### config.mk
export PLATFORM = sky130hd
export DESIGN_NAME = mtimer
export DESIGN_NICKNAME = d
export VERILOG_FILES = /design/src/rtl/cotm32_pkg.sv /design/src/rtl/cotm32_priv_pkg.sv /design/src/rtl/tick_gen.sv /design/src/rtl/mtimer.sv
export SDC_FILE = /design/constraint.sdc
export NUM_CORES = 1
export LEC_CHECK = 0
export BUFFER_PORTS_ARGS = -buffer_cell sky130_fd_sc_hd__buf_2
export CORE_UTILIZATION = 35
export DETAILED_ROUTE_END_ITERATION = 8
export SETUP_SLACK_MARGIN = 0.4
export SLEW_MARGIN = 10
export SYNTH_ARGS = -nofsm -noshare
export SYNTH_HDL_FRONTEND = slang
export SYNTH_SLANG_ARGS = --single-unit
### constraint.sdc
create_clock -name i_clk -period 3.6 [get_ports i_clk]
set_clock_uncertainty 0.2 [all_clocks]
set_input_delay 0.72 -clock i_clk [delete_from_list [all_inputs] [get_ports i_clk]]
set_output_delay 0.72 -clock i_clk [all_outputs]
set_load 0.005 [all_outputs]
### src/rtl/cotm32_pkg.sv
// Purpose: core-wide constants shared across the cotm32 slice.
// Latency: none (constants only).
// Backpressure: not applicable.
package cotm32_pkg;

    // Native register/bus width of the hart.
    localparam int MXLEN = 32;

endpackage

### src/rtl/cotm32_priv_pkg.sv
// Purpose: privileged-architecture register-map definitions (machine timer block).
// Latency: none (types, constants and a pure function).
// Backpressure: not applicable.
package cotm32_priv_pkg;

    // Byte offset into the machine-timer register window.
    typedef logic [4:0] mtimer_addr_t;

    localparam mtimer_addr_t MTIMER_OFF_MTIME_LO    = 5'h00;
    localparam mtimer_addr_t MTIMER_OFF_MTIME_HI    = 5'h04;
    localparam mtimer_addr_t MTIMER_OFF_MTIMECMP_LO = 5'h08;
    localparam mtimer_addr_t MTIMER_OFF_MTIMECMP_HI = 5'h0C;
    localparam mtimer_addr_t MTIMER_OFF_MSIP        = 5'h10;

    // Misaligned or past the last register: the access is rejected.
    function automatic logic mtimer_addr_illegal(input mtimer_addr_t addr);
        return (addr[1:0] != 2'b00) || (addr > MTIMER_OFF_MSIP);
    endfunction

endpackage

### src/rtl/tick_gen.sv
// Purpose: prescale counter 0..PRESCALE-1, o_tick high for the cycle in which it wraps.
// Latency: o_tick is combinational from the counter register.
// Backpressure: none; free-running.
// Ports: i_clk, i_rst_n (async active-low), o_tick (1-cycle pulse; constant high when PRESCALE=1).
module tick_gen #(
    parameter int unsigned PRESCALE = 1
) (
    input  logic i_clk,
    input  logic i_rst_n,
    output logic o_tick
);

    localparam logic [15:0] CNT_LAST = 16'(PRESCALE - 1);

    logic [15:0] cnt_q;
    logic [15:0] cnt_d;

    always_comb begin
        o_tick = (cnt_q == CNT_LAST);
        cnt_d  = o_tick ? 16'd0 : cnt_q + 16'd1;
    end

    always_ff @(posedge i_clk or negedge i_rst_n) begin
        if (!i_rst_n) begin
            cnt_q <= 16'd0;
        end else begin
            cnt_q <= cnt_d;
        end
    end

endmodule

### src/rtl/mtimer.sv
// Purpose: machine timer (mtime/mtimecmp/msip) behind a valid/ready request-response port.
// Latency: response registered 1 cycle after acceptance; o_mtip lags the compare by 1 cycle.
// Backpressure: single response slot; o_req_ready = !o_rsp_valid || i_rsp_ready.
// Ports: i_clk, i_rst_n; request i_req_valid/o_req_ready/i_req_we/i_req_addr/i_req_wdata;
//        response o_rsp_valid/i_rsp_ready/o_rsp_rdata/o_rsp_err; interrupts o_mtip, o_msip.
module mtimer
    import cotm32_pkg::*;
    import cotm32_priv_pkg::*;
#(
    parameter int unsigned PRESCALE = 1
) (
    input  logic             i_clk,
    input  logic             i_rst_n,
    input  logic             i_req_valid,
    output logic             o_req_ready,
    input  logic             i_req_we,
    input  logic [4:0]       i_req_addr,
    input  logic [MXLEN-1:0] i_req_wdata,
    output logic             o_rsp_valid,
    input  logic             i_rsp_ready,
    output logic [MXLEN-1:0] o_rsp_rdata,
    output logic             o_rsp_err,
    output logic             o_mtip,
    output logic             o_msip
);

    logic tick;

    tick_gen #(
        .PRESCALE (PRESCALE)
    ) u_tick_gen (
        .i_clk   (i_clk),
        .i_rst_n (i_rst_n),
        .o_tick  (tick)
    );

    logic [63:0]      mtime_q,     mtime_d;
    logic [63:0]      mtimecmp_q,  mtimecmp_d;
    logic             msip_q,      msip_d;
    logic             mtip_q,      mtip_d;
    logic             rsp_valid_q, rsp_valid_d;
    logic [MXLEN-1:0] rsp_rdata_q, rsp_rdata_d;
    logic             rsp_err_q,   rsp_err_d;

    logic             req_fire;
    logic             req_err;
    logic             wr_en;
    logic [MXLEN-1:0] rd_data;

    assign o_req_ready = !rsp_valid_q || i_rsp_ready;
    assign o_rsp_valid = rsp_valid_q;
    assign o_rsp_rdata = rsp_rdata_q;
    assign o_rsp_err   = rsp_err_q;
    assign o_mtip      = mtip_q;
    assign o_msip      = msip_q;

    always_comb begin
        req_fire = i_req_valid && o_req_ready;
        req_err  = mtimer_addr_illegal(i_req_addr);
        wr_en    = req_fire && i_req_we && !req_err;

        // Read mux sees the pre-edge register values.
        rd_data = '0;
        case (i_req_addr)
            MTIMER_OFF_MTIME_LO:    rd_data = mtime_q[31:0];
            MTIMER_OFF_MTIME_HI:    rd_data = mtime_q[63:32];
            MTIMER_OFF_MTIMECMP_LO: rd_data = mtimecmp_q[31:0];
            MTIMER_OFF_MTIMECMP_HI: rd_data = mtimecmp_q[63:32];
            MTIMER_OFF_MSIP:        rd_data = {{(MXLEN-1){1'b0}}, msip_q};
            default:                rd_data = '0;
        endcase

        mtime_d    = tick ? mtime_q + 64'd1 : mtime_q;
        mtimecmp_d = mtimecmp_q;
        msip_d     = msip_q;

        // A write to either mtime half wins over the tick: the written half
        // takes the bus value, the other half is held and no carry crosses.
        if (wr_en) begin
            case (i_req_addr)
                MTIMER_OFF_MTIME_LO:    mtime_d = {mtime_q[63:32], i_req_wdata};
                MTIMER_OFF_MTIME_HI:    mtime_d = {i_req_wdata, mtime_q[31:0]};
                MTIMER_OFF_MTIMECMP_LO: mtimecmp_d[31:0]  = i_req_wdata;
                MTIMER_OFF_MTIMECMP_HI: mtimecmp_d[63:32] = i_req_wdata;
                MTIMER_OFF_MSIP:        msip_d = i_req_wdata[0];
                default: ;
            endcase
        end

        mtip_d = (mtime_q >= mtimecmp_q);

        rsp_valid_d = rsp_valid_q;
        rsp_rdata_d = rsp_rdata_q;
        rsp_err_d   = rsp_err_q;
        if (req_fire) begin
            rsp_valid_d = 1'b1;
            rsp_err_d   = req_err;
            rsp_rdata_d = (i_req_we || req_err) ? '0 : rd_data;
        end else if (i_rsp_ready) begin
            rsp_valid_d = 1'b0;
            rsp_err_d   = 1'b0;
            rsp_rdata_d = '0;
        end
    end

    always_ff @(posedge i_clk or negedge i_rst_n) begin
        if (!i_rst_n) begin
            mtime_q     <= 64'd0;
            mtimecmp_q  <= 64'hFFFF_FFFF_FFFF_FFFF;
            msip_q      <= 1'b0;
            mtip_q      <= 1'b0;
            rsp_valid_q <= 1'b0;
            rsp_rdata_q <= '0;
            rsp_err_q   <= 1'b0;
        end else begin
            mtime_q     <= mtime_d;
            mtimecmp_q  <= mtimecmp_d;
            msip_q      <= msip_d;
            mtip_q      <= mtip_d;
            rsp_valid_q <= rsp_valid_d;
            rsp_rdata_q <= rsp_rdata_d;
            rsp_err_q   <= rsp_err_d;
        end
    end

endmodule

## Word-level counts from Yosys, hierarchy flattened

Index checks and enable logic that the tools add are counted.

- Add/subtract/negate cells: 2
- Mux-type cells: 11
- Reduce and logical (&&, ||, !) cells: 15
- Div/mod/pow operators: 0
- Multipliers: 0
- Order comparisons: 2
- Equal/unequal tests: 6
- Bitwise logic cells: 0
- Shifts and indexed selects: 0

Operators with widths:

| kind | count |
|---|---|
| one-hot mux 32 bit (5 select lines) | 1 |
| 2-to-1 mux 64 bit | 2 |
| one-hot mux 64 bit (2 select lines) | 1 |
| 2-to-1 mux 32 bit | 3 |
| adder 64 x 1 -> 64 bit (second input constant) | 1 |
| greater-or-equal comparator 64 bit | 1 |
| adder 16 x 1 -> 16 bit (second input constant) | 1 |
| logical NOT 16 bit | 1 |
| 2-to-1 mux 16 bit | 1 |
| == test 5 x 4 -> 1 bit (second input constant) | 2 |
| AND reduction 2 bit | 3 |
| == test 5 x 3 -> 1 bit (second input constant) | 1 |
| == test 5 bit (second input constant) | 1 |
| greater-than comparator 5 bit (second input constant) | 1 |
| logical NOT 5 bit | 1 |
| != test 2 bit (second input constant) | 2 |
| nonzero test 2 bit | 2 |
| logical AND 1 bit | 3 |
| logical OR 1 bit | 3 |
| 2-to-1 mux 1 bit | 3 |
| logical NOT 1 bit | 2 |

- ROM bits: 0
- Latch bits: 0
- Output and inout port bits: 37
- Word-level logic and storage cells: 46
- Memories kept: 0
- Bits in writable memories: 0
- Bits in registers: 180

## Depth between registers and ports, before layout

Gate-level depths: netlist of run 1.

- Depth after elaboration: 6
- Depth in mapped cells: 10
- Mapped depth without buffers: 8

## Cells and area by module

A second synthesis of run 1 with hierarchy kept.

- Cells, all modules: 1230
- Area, all modules: 10659.0 um^2

Modules (own cells, without submodules):

| module | times used | cells each | area an instance (um^2) | seq. area each (um^2) |
|---|---|---|---|---|
| mtimer | 1 | 1162 | 9873.2 | 4184.0 |
| tick_gen | 1 | 68 | 785.8 | 400.4 |

## Least setup slack after synthesis of run 1

Ideal clock, no wire load.

- Kind: input to register
- Start: input i_rsp_ready
- End: register mtime_q[27]
- Buffers on the path: 2
- Setup time: 70 ps
- Path slack: 845 ps
- Arrival: 2486 ps
- Cell stages on the path: 8
- Path through: nand2b_1 > clkbuf_1 > and4_1 > clkbuf_1 > nor4_2 > nand2_1 > or4_1 > nand3_1

- Cells in the longest elaborated chain, start to end: 5

RTL lines:

| what | RTL line | source |
|---|---|---|
| from (decl) | mtimer.sv:20 | `input logic i_rsp_ready,` |
| logical OR 1 bit (*) | mtimer.sv:50 | `assign o_req_ready = !rsp_valid_q \|\| i_rsp_ready;` |
| via o_req_ready | mtimer.sv:15 | `output logic o_req_ready,` |
| logical AND 1 bit (*) | mtimer.sv:58 | `req_fire = i_req_valid && o_req_ready;` |
| logical AND 1 bit (*) (2 in series) | mtimer.sv:60 | `wr_en = req_fire && i_req_we && !req_err;` |
| != test 2 bit (no line) or 2-to-1 mux 64 bit (tied branches) | n/a |  |
| to (signal assigned) | mtimer.sv:116 | `mtime_q <= mtime_d;` |
| to (decl) | mtimer.sv:37 | `logic [63:0] mtime_q, mtime_d;` |

Mark *: on every way through the listed nets, which the timed path passes. The rest lies on a longest branch.
A chain may end at the register's enable or synchronous reset.

## Worst setup path in the final report of run 1

- Start: register u_tick_gen.cnt_q[0]
- End: register mtime_q[57]

- Cells in the longest elaborated chain, start to end: 4

RTL lines:

| what | RTL line | source |
|---|---|---|
| from (decl) | tick_gen.sv:15 | `logic [15:0] cnt_q;` |
| from (signal assigned) | tick_gen.sv:27 | `cnt_q <= cnt_d;` |
| logical NOT 16 bit (*) | tick_gen.sv:19 | `o_tick = (cnt_q == CNT_LAST);` |
| 2-to-1 mux 64 bit (*) | mtimer.sv:73 | `mtime_d = tick ? mtime_q + 64'd1 : mtime_q;` |
| one-hot mux 64 bit (2 select lines) | mtimer.sv:80 | `case (i_req_addr)` |
| 2-to-1 mux 64 bit (*) | mtimer.sv:79 | `if (wr_en) begin` |

Every way passes the cells marked *; elsewhere a longest branch is shown, timed or not.

==> metrics.txt, run 1 <==
status=completed; vias per inst=5.779; R2R Path Start=u_tick_gen.cnt_q[0]; Worst-path clk slew=approximately 0.07 ns; fraction of registers with async set/reset=100.0%; die width=between 150 and 200 um; Worst setup SP type=flip-flop; hold_buf cts=0; Clock Tree Root=clkbuf_16; Clk Latency, worst-skew pair=roughly 0.44 ns; met2 wire length=around 15 mm; Slew HR=between 40% and 50%; Metal-1 WL=roughly 16 mm; final std cells w/o fill=approximately 1,700; met3 routed WL=between 1.5 and 2 mm; total wire length=about 34 mm; layout cells sized above 1=a little over a fifth; Wirelength per Cell=20.27 um; worst-path fanout max=10; post-synthesis sequential element count=180; overall routing resource usage=between 20 and 25%; CORE AREA=0.03083 mm^2; WS Path Type=flip-flop to flip-flop; worst hold path class=input pin to async pin; site row count=between 60 and 70; drc violations=0; Worst Path Arrival=about 3.1 ns; Slew Viols, Final=0; IO Count=between 70 and 80; Period minus WS final=2.964 ns; postcts setup bufs=0; leak pwr=5.602 nW; setup total negative slack=0 ns; DR top layer=met4; initial antenna violation count=0; final core occ=around two fifths; Setup crit start=u_tick_gen.cnt_q[0]; Port Buffers=78; largest net degree at the start of global routing=slightly below 70; # resized after CTS=0; die span in y=~180 um; Layout fillers=just over 3,000; area of the multi-input gates=just under 0.006 mm^2; ANT cells=0; number of global-route vias before repair=~9,400; Max-cap violations=0; count of cell types in the netlist=66; H-tree levels=4; Max VDD drop=339.1 uV; crit end category=flip-flop; Sequential cell area=between 0.004 and 0.005 mm^2; Setup violations, final=0; post-route ant nets=0; 1st-iter DRT viols=between 800 and 900; Total Nets Final=about 1,400; Worst-Margin Slew=between 0.8 and 0.9 ns; r2r setup slk=about 0.64 ns; Post-Place Cells=1,653; Achievable Freq=around 340 MHz; drt pass-1 iters=8; Post-synth EDFFs=0; CTS max path bufs=2; Syn. warnings=0; RSZ-0062 raised after global routing=false; die area=roughly 0.032 mm^2; clk sinks=180; DP HPWL=approximately 25 mm; RePlAce Congestion=around 0.9; first-pass GRT wire length=roughly 55 mm; CTS tree=done; vias=9,737; PD cells=approximately 470 mW/mm^2; sequential share of the synthesized area=roughly two fifths; number of failing hold endpoints at the final stage=0; Post-Syn Instances=between 1,000 and 1,500; Mapped Nets=1,307; Initial Util=~36%; ys flop type=dfrtp_1; Syn Area/Cell=approximately 9 um^2; total global routing overflow=0; mapped cell area=about 0.011 mm^2; hold slack=0.08874 ns; Layout area overhead=14.86%; Period Utilization, post-route=82.34%; worst endpoint required time=3.73 ns; Num CTS Buffers=17
[placed cells by master, fill, tap and decap left out, types with 4 or more instances in the layout]
| cell | synthesis | layout |
|---|---|---|
| a211oi_1 | 34 | 34 |
| mux2_2 | 33 | 33 |
| a311oi_1 | 6 | 6 |
| nand3_1 | 42 | 42 |
| buf_2 | 3 | 76 |
| o21a_1 | 6 | 6 |
| clkbuf_16 | 0 | 17 |
| nand2_1 | 112 | 112 |
| ha_1 | 67 | 67 |
| nand2b_1 | 6 | 6 |
| nor3_1 | 37 | 35 |
| inv_1 | 82 | 82 |
| xnor2_1 | 17 | 17 |
| and2_1 | 5 | 5 |
| a31oi_1 | 8 | 8 |
| nand4_1 | 30 | 30 |
| buf_4 | 0 | 47 |
| o22ai_1 | 40 | 40 |
| o21ai_0 | 70 | 70 |
| or3_1 | 9 | 9 |
| a21oi_1 | 49 | 48 |
| inv_6 | 0 | 4 |
| nor2_1 | 84 | 83 |
| a22o_1 | 32 | 32 |
| and3_1 | 18 | 18 |
| mux2i_1 | 65 | 65 |
| o211ai_1 | 6 | 6 |
| and4_1 | 7 | 7 |
| dfstp_2 | 64 | 64 |
| dfrtp_1 | 116 | 116 |
| nor4_1 | 30 | 30 |
[metrics by stage]
step	cell area [um^2]	setup slack (ns)	power, mW
finish	12670	0.6357	6.018
global route	12670	0.4164	6.365
CTS	12670	0.6194	6.036
detailed placement	12080	0.5287	4.104
global placement	12080	0.5689	4.079
floorplan	11030	0.8447	3.551
[flip-flops by register name (all words and copies together), names as in the netlist]
| name | count |
|---|---|
| o_rsp_err | 1 |
| mtimecmp_q | 64 |
| mtime_q | 64 |
| o_rsp_valid | 1 |
| o_msip | 1 |
| u_tick_gen.cnt_q | 16 |
| o_mtip | 1 |
| o_rsp_rdata | 32 |
[synthesized netlist by cell type (all sizes together) (31+ instances only)]
| library cell | count | area share (%) |
|---|---|---|
| o22ai | 40 | 2.3 |
| nand4 | 31 | 1.8 |
| a211oi | 34 | 2.3 |
| nor2 | 84 | 2.9 |
| mux2 | 34 | 3.5 |
| a22o | 32 | 2.5 |
| mux2i | 65 | 5.9 |
| nand3 | 43 | 2.0 |
| o21ai | 70 | 3.2 |
| a21oi | 49 | 2.2 |
| clkbuf | 56 | 1.9 |
| nand2 | 112 | 3.8 |
| dfrtp | 116 | 26 |
| dfstp | 64 | 15 |
| nor3 | 37 | 1.7 |
| inv | 82 | 2.8 |
| ha | 67 | 7.6 |
| nor4 | 33 | 2.0 |
[path summary, 6_finish.rpt]
kind,to,cells after the start
setup / recovery,mtime_q[57],9
hold / removal,u_tick_gen.cnt_q[10],1
setup reg to reg,mtime_q[57],9
hold reg to reg,u_tick_gen.cnt_q[15],1
max in group asynchronous,mtimecmp_q[48],2
min in group i_clk,u_tick_gen.cnt_q[15],1
[critical path, stage by stage, from the launching register on]
cell and delay [ns]:
dfrtp_1 0.44, inv_1 0.08, ha_1 0.13, nor4b_1 0.32, and4_1 0.32, nand3_1 0.25
buf_4 0.28, nor4_1 0.42, a21oi_1 0.13, a211o_1 0.28
[power breakdown]
group | total, mW | internal [mW] | leakage (nW) | switching [mW]
clock network | 1.92 | 1.05 | 0.283 | 0.869
registers | 2.68 | 2.34 | 2.13 | 0.333
logic | 1.42 | 0.577 | 3.19 | 0.845
total | 6.02 | 3.97 | 5.60 | 2.05
[cells by family after synthesis]
logic type / Yosys count / synth area share (%)
DFF: 180 / 41.56
muxes: 99 / 9.369
AOI/OAI and AO/OA: 281 / 16.64
adders and majority gates: 67 / 7.600
xor gates and xnor gates: 19 / 1.509
buffers and inverters: 149 / 5.127
and+or+nand+nor: 403 / 18.19
[cell type report]
class / instances / area share (%)
repair buffers: 126 / 6.212
flip-flops and latches: 180 / 36.18
well taps: 396 / 3.911
clock inverters: 14 / 1.185
clock buffers: 18 / 3.466
multi-input cells: 869 / 46.61
inverters: 82 / 2.429
[layer usage]
metal / track usage, % / vias up
li1: - / 4557
met4: 6.345 / 0
met2: 33.00 / 326
met5: 0 / -
met1: 31.23 / 4809
met3: 3.788 / 45
No activity file was read; power rests on OpenSTA's default activity.
==> run 2, diff against run 1 <==
==> constraint.sdc (replaced) <==
create_clock -name i_clk -period 2.8 [get_ports i_clk]
set_clock_uncertainty 0.2 [all_clocks]
set_input_delay 0.56 -clock i_clk [delete_from_list [all_inputs] [get_ports i_clk]]
set_output_delay 0.56 -clock i_clk [all_outputs]
set_load 0.005 [all_outputs]
==> metrics.txt, run 2 (same netlist as run 1, synthesis figures left out) <==
Layout fillers=2,946 (-4.1%); hold path start=i_req_wdata[1]; Slowest Stage Delay on Critical Path=0.54 ns (+0.10 ns); Worst Path Arrival=2.79 ns (-0.30 ns); largest net degree at the start of global routing=57 (-17%); CORE AREA=0.03083 mm^2 (unchanged); die width=179.5 um (unchanged); Period Utilization, post-route=93.54% (+11 points); total wire length=36.71 mm (+7.5%); PD cells=572.9 mW/mm^2 (+21%); die span in y=179.5 um (unchanged); 1st-iter DRT viols=777 (-7.4%); fin area=0.01423 mm^2 (+12%); grt met1 use=30.43% (-0.80 points); M2 GR Usage=36.55% (+3.5 points); number of failing hold endpoints at the final stage=0 (unchanged); number of global-route vias before repair=10,160 (+7.9%); Total Nets Final=1,484 (+7.1%); Clk Latency, worst-skew pair=0.45 ns (about the same); layout cells sized above 1=33.72% (+13 points); Clock Tree Root=clkbuf_16; H-tree levels=4 (unchanged); site row count=64 (unchanged); overall routing resource usage=22.74% (+1.1 points); Slew Viols, Final=0 (unchanged); Max VDD drop=395.8 uV (+17%); leading cell type in the layout, fill and taps excluded=buf_4; drc violations=8 (+8); status=finished, violations left; Slew HR=63.65% (+22 points); worst hold path class=input pin to flip-flop; Worst-Margin Slew=0.5452 ns (-0.3260 ns); GRT met3 Usage=4.660% (+0.87 points); hold endpoint=mtimecmp_q[1]; Port Buffers=78 (unchanged); DP HPWL=26.52 mm (+6.7%); leak pwr=6.330 nW (+13%); clk sinks=180 (unchanged); WS Path Type=flip-flop to flip-flop; final core occ=46.17% (+5.1 points); IO Count=79 (unchanged); violated checks=design-rule violations; drt pass-1 iters=7 (-1); Wirelength per Cell=20.57 um (+1.4%); critical path's slowest cell=dfstp_2; cells on worst reg2reg path=8 (-1); Crit Reg-Reg Endpoint=o_mtip; Max-cap violations=0 (unchanged); crit end category=flip-flop; total global routing overflow=0 (unchanged); first-pass GRT wire length=57.84 mm (+5.3%); Layout area overhead=29.05%; Worst Hold Path Cells=3; vias=10,200 (+4.8%); grt peak-use layer=met2; worst-path fanout max=2 (-8); Initial Util=35.78% (unchanged); die area=0.03223 mm^2 (unchanged); R2R Path Start=mtimecmp_q[11]; most frequent cells in the layout=125 x buf_4, 106 x nand2_1, 101 x dfrtp_1; Period minus WS final=2.619 ns (-0.3452 ns); vias per inst=5.716 (-1.1%); area of the multi-input gates=0.006625 mm^2 (+12%); initial antenna violation count=1 (+1); r2r setup slk=0.18 ns (-0.45 ns); RePlAce Congestion=0.9367 (+1.2%); worst endpoint required time=2.97 ns (-0.76 ns); Setup crit start=mtimecmp_q[11]; Worst setup SP type=flip-flop; post-route ant nets=0 (unchanged); Sequential cell area=0.004603 mm^2 (+0.41%); Worst-path clk slew=0.08 ns (about the same); RSZ-0062 raised after global routing=true; Setup violations, final=0 (unchanged); Achievable Freq=381.8 MHz (+13%); dpl cell area=0.01261 mm^2 (+4.4%); crit path cell chain=inv_2, ha_4, nand2_4, nor4_4, or4b_4, a311oi_2, nor3_1, o21ai_1; CTS tree=done; Num CTS Buffers=17 (unchanged); CTS max path bufs=2 (unchanged)
[run 2: how the worst max path moves through the flow]
stage,cells past startpoint,slack [ns],endpoint
2_1_floorplan,7,0.33,mtime_q[61]
3_3_place_gp,8,-0.05,mtime_q[45]
3_5_place_dp,8,-0.05,mtime_q[45]
4_1_cts,8,0.20,o_mtip
5_1_grt,8,0.08,o_mtip
6_report,8,0.18,o_mtip
[run 2: worst max-delay path: cells and delay by family (launching register included)]
family,cells,cell delay [ns]
and+or+nand+nor,4,1.03
buffers and inverters,1,0.05
AOI/OAI and AO/OA,2,0.46
DFF,1,0.54
adders and majority gates,1,0.27
[run 2: timing repair]
action	CTS	global route
resized for setup	53	107
setup buffers	17	22
pin swaps	18	54
hold buffers	1	0
endpoints found under the setup margin	38	50
endpoints found under the hold margin	30	0
gates cloned	1	0
[run 2: area by class of cell]
class,instances,area share (%)
Tap cell,396,3.481
Clock buffer,20,3.138
Timing Repair Buffer,225,11.54
Clock inverter,12,0.7823
Multi-Input combinational cell,869,46.54
Sequential cell,180,32.34
Antenna cell,1,0.01758
Inverter,82,2.162
[run 2: per-stage QoR]
stage	instances	hold slack, ns	setup WS (ns)	power (mW)	setup TNS, ns
3_3_place_gp	1711	0.2750	-0.05204	5.407	-0.05204
3_5_place_dp	1711	0.2671	-0.05030	5.453	-0.06928
4_1_cts	1762	0.1560	0.1993	8.008	0
6_report	1785	0.1599	0.1809	8.156	0
2_1_floorplan	1198	0.06441	0.3312	4.585	0
5_1_grt	1784	0.1679	0.08095	8.609	0
[run 2: metal layers]
| metal | wire length (um) | part of all wire (%) |
|---|---|---|
| met3 | 2045 | 5.6 |
| met2 | 17370 | 47 |
| met4 | 778 | 2.1 |
| met5 | 10 | 0.027 |
| met1 | 16510 | 45 |
[run 2: power by group]
part / leakage, nW / switching [mW] / internal, mW
Combinational: 3.95 / 1.38 / 1.02
Sequential: 2.11 / 0.336 / 3.02
Clock: 0.273 / 1.19 / 1.20
Total: 6.33 / 2.91 / 5.25
==> run 3, diff against run 2 <==
--- a/config.mk
+++ b/config.mk
@@ -8,6 +8,7 @@
 export BUFFER_PORTS_ARGS = -buffer_cell sky130_fd_sc_hd__buf_2
 export CORE_UTILIZATION = 35
 export DETAILED_ROUTE_END_ITERATION = 8
+export MAX_ROUTING_LAYER = met4
 export SETUP_SLACK_MARGIN = 0.4
 export SLEW_MARGIN = 10
 export SYNTH_ARGS = -nofsm -noshare
==> metrics.txt, run 3 (same netlist as run 1, synthesis figures left out) <==
worst endpoint required time=2.98 ns (about the same); site row count=64 (unchanged); Worst-path clk slew=0.08 ns (about the same); worst hold path class=input pin to flip-flop; Max-cap violations=0 (unchanged); RePlAce Congestion=0.9654 (+3.1%); Top delay family on crit path=simple AND/OR/NAND/NOR gates; status=finished, violations left; Worst setup SP type=flip-flop; Total Nets Final=1,477 (-0.47%); CORE AREA=0.03083 mm^2 (unchanged); 1st-iter DRT viols=736 (-5.3%); leading cell type in the layout, fill and taps excluded=buf_4; Num CTS Buffers=17 (unchanged); die span in y=179.5 um (unchanged); Wirelength per Cell=20.84 um (+1.3%); Slew HR=55.15% (-8.5 points); setup total negative slack=0 ns (unchanged); leak pwr=6.362 nW (+0.50%); number of failing hold endpoints at the final stage=0 (unchanged); WS Path Type=flip-flop to flip-flop; initial antenna violation count=1 (unchanged); Worst Path Arrival=2.79 ns (about the same); drt pass-1 iters=9 (+2); CTS max path bufs=2 (unchanged); clk sinks=180 (unchanged); Slowest Stage Delay on Critical Path=0.41 ns (-0.13 ns); Layout area overhead=28.31%; Period minus WS final=2.615 ns (-0.004210 ns); PD cells=582.6 mW/mm^2 (+1.7%); RSZ-0062 raised after global routing=true; Max VDD drop=494.6 uV (+25%); IO Count=79 (unchanged); Buf+Inv Stages, Crit Path=2 (+1); worst-path fanout max=5 (+3); number of global-route vias before repair=10,160 (unchanged); Setup violations, final=0 (unchanged); H-tree levels=4 (unchanged); Clk Latency, worst-skew pair=0.46 ns (about the same); crit end category=flip-flop; Clock Tree Root=clkbuf_16; DP HPWL=26.71 mm (+0.71%); Initial Util=35.78% (unchanged); dpl cell area=0.01261 mm^2 (unchanged); Period Utilization, post-route=93.39% (-0.15 points); hold slack=0.1497 ns (-0.01021 ns); die width=179.5 um (unchanged); violated checks=design-rule violations; crit path cell chain=inv_2, ha_4, nor4b_4, and4_4, buf_6, nand4_1, or3_4, or4_1, a31oi_1; Worst-Margin Slew=0.6675 ns (+0.1223 ns); largest net degree at the start of global routing=65 (+14%); Port Buffers=78 (unchanged); first-pass GRT wire length=57.70 mm (-0.25%); overall routing resource usage=23.58% (+0.84 points); total global routing overflow=0 (unchanged); Achievable Freq=382.4 MHz (+0.16%); Slew Viols, Final=0 (unchanged); vias=10,180 (-0.24%); total wire length=37.05 mm (+0.93%); most frequent cells in the layout=123 x buf_4, 108 x nand2_1, 106 x dfrtp_1; die area=0.03223 mm^2 (unchanged); CTS tree=done; critical path's slowest cell=or4_1; layout cells sized above 1=32.66% (-1.1 points); vias per inst=5.725 (+0.16%); post-route ant nets=0 (unchanged); fin area=0.01415 mm^2 (-0.57%); drc violations=4 (-4)
[run 3: layer usage]
| metal | vias to the layer above | track usage, % | routed length, um | share of wire [%] |
|---|---|---|---|---|
| met5 | - | - | 0 | 0 |
| met4 | 0 | 7.655 | 1006 | 2.7 |
| met3 | 66 | 3.930 | 1948 | 5.3 |
| met2 | 319 | 37.97 | 17670 | 48 |
| met1 | 5033 | 30.15 | 16430 | 44 |
| li1 | 4761 | - | - | - |
[run 3: cell type report]
| type | instances | area [um^2] |
|---|---|---|
| Sequential cell | 180 | 4597 |
| Clock inverter | 13 | 122.6 |
| Multi-Input combinational cell | 869 | 6568 |
| Inverter | 82 | 307.8 |
| Antenna cell | 1 | 2.502 |
| Timing Repair Buffer | 218 | 1597 |
| Clock buffer | 19 | 464.2 |
| Fill cell | 2865 | 16680 |
| Tap cell | 396 | 495.5 |
[run 3: path summary, 6_finish.rpt]
check | start | to | slack (ns) | cells past startpoint
worst max-delay path | u_tick_gen.cnt_q[1] | mtime_q[50] | 0.19 | 9
worst min-delay path | i_req_wdata[25] | mtimecmp_q[25] | 0.15 | 3
worst max register to register | u_tick_gen.cnt_q[1] | mtime_q[50] | 0.19 | 9
worst min register to register | o_rsp_rdata[19] | o_rsp_rdata[19] | 0.30 | 1
max in group asynchronous | i_rst_n | mtimecmp_q[61] | 1.20 | 3
min in group asynchronous | i_rst_n | o_rsp_valid | 0.47 | 2
[run 3: worst register-to-register path, cell delays in order, from the launching register on]
cell,delay (ns)
dfrtp_1,0.40
inv_2,0.07
ha_4,0.12
nor4b_4,0.21
and4_4,0.32
buf_6,0.13
nand4_1,0.12
or3_4,0.37
or4_1,0.41
a31oi_1,0.19
[run 3: per-stage QoR]
stage	setup slack, ns	total power [mW]	std cells	util (%)
5_1_grt	0.08903	8.696	1778	45.91
6_report	0.1851	8.245	1778	45.91
2_1_floorplan	0.3312	4.585	1198	-
4_1_cts	0.2044	8.176	1756	44.05
3_5_place_dp	0.03197	5.478	1711	40.89
3_3_place_gp	0.07075	5.439	1711	40.89
[run 3: timing repair]
item / 4_1_cts / 5_1_grt
buffers inserted: 11 / 21
endpoints found under the setup margin: 39 / 48
hold endpoints to repair: 38 / 0
hold buffers: 1 / 0
gates resized for setup: 53 / 86
pin swaps: 19 / 49
cloned: 1 / 0
[run 3: power breakdown]
| part | internal [mW] | switching, mW | leakage, nW | total [mW] |
|---|---|---|---|---|
| logic | 1.03 | 1.38 | 3.96 | 2.41 |
| clock network | 1.31 | 1.16 | 0.290 | 2.48 |
| registers | 3.02 | 0.338 | 2.12 | 3.36 |
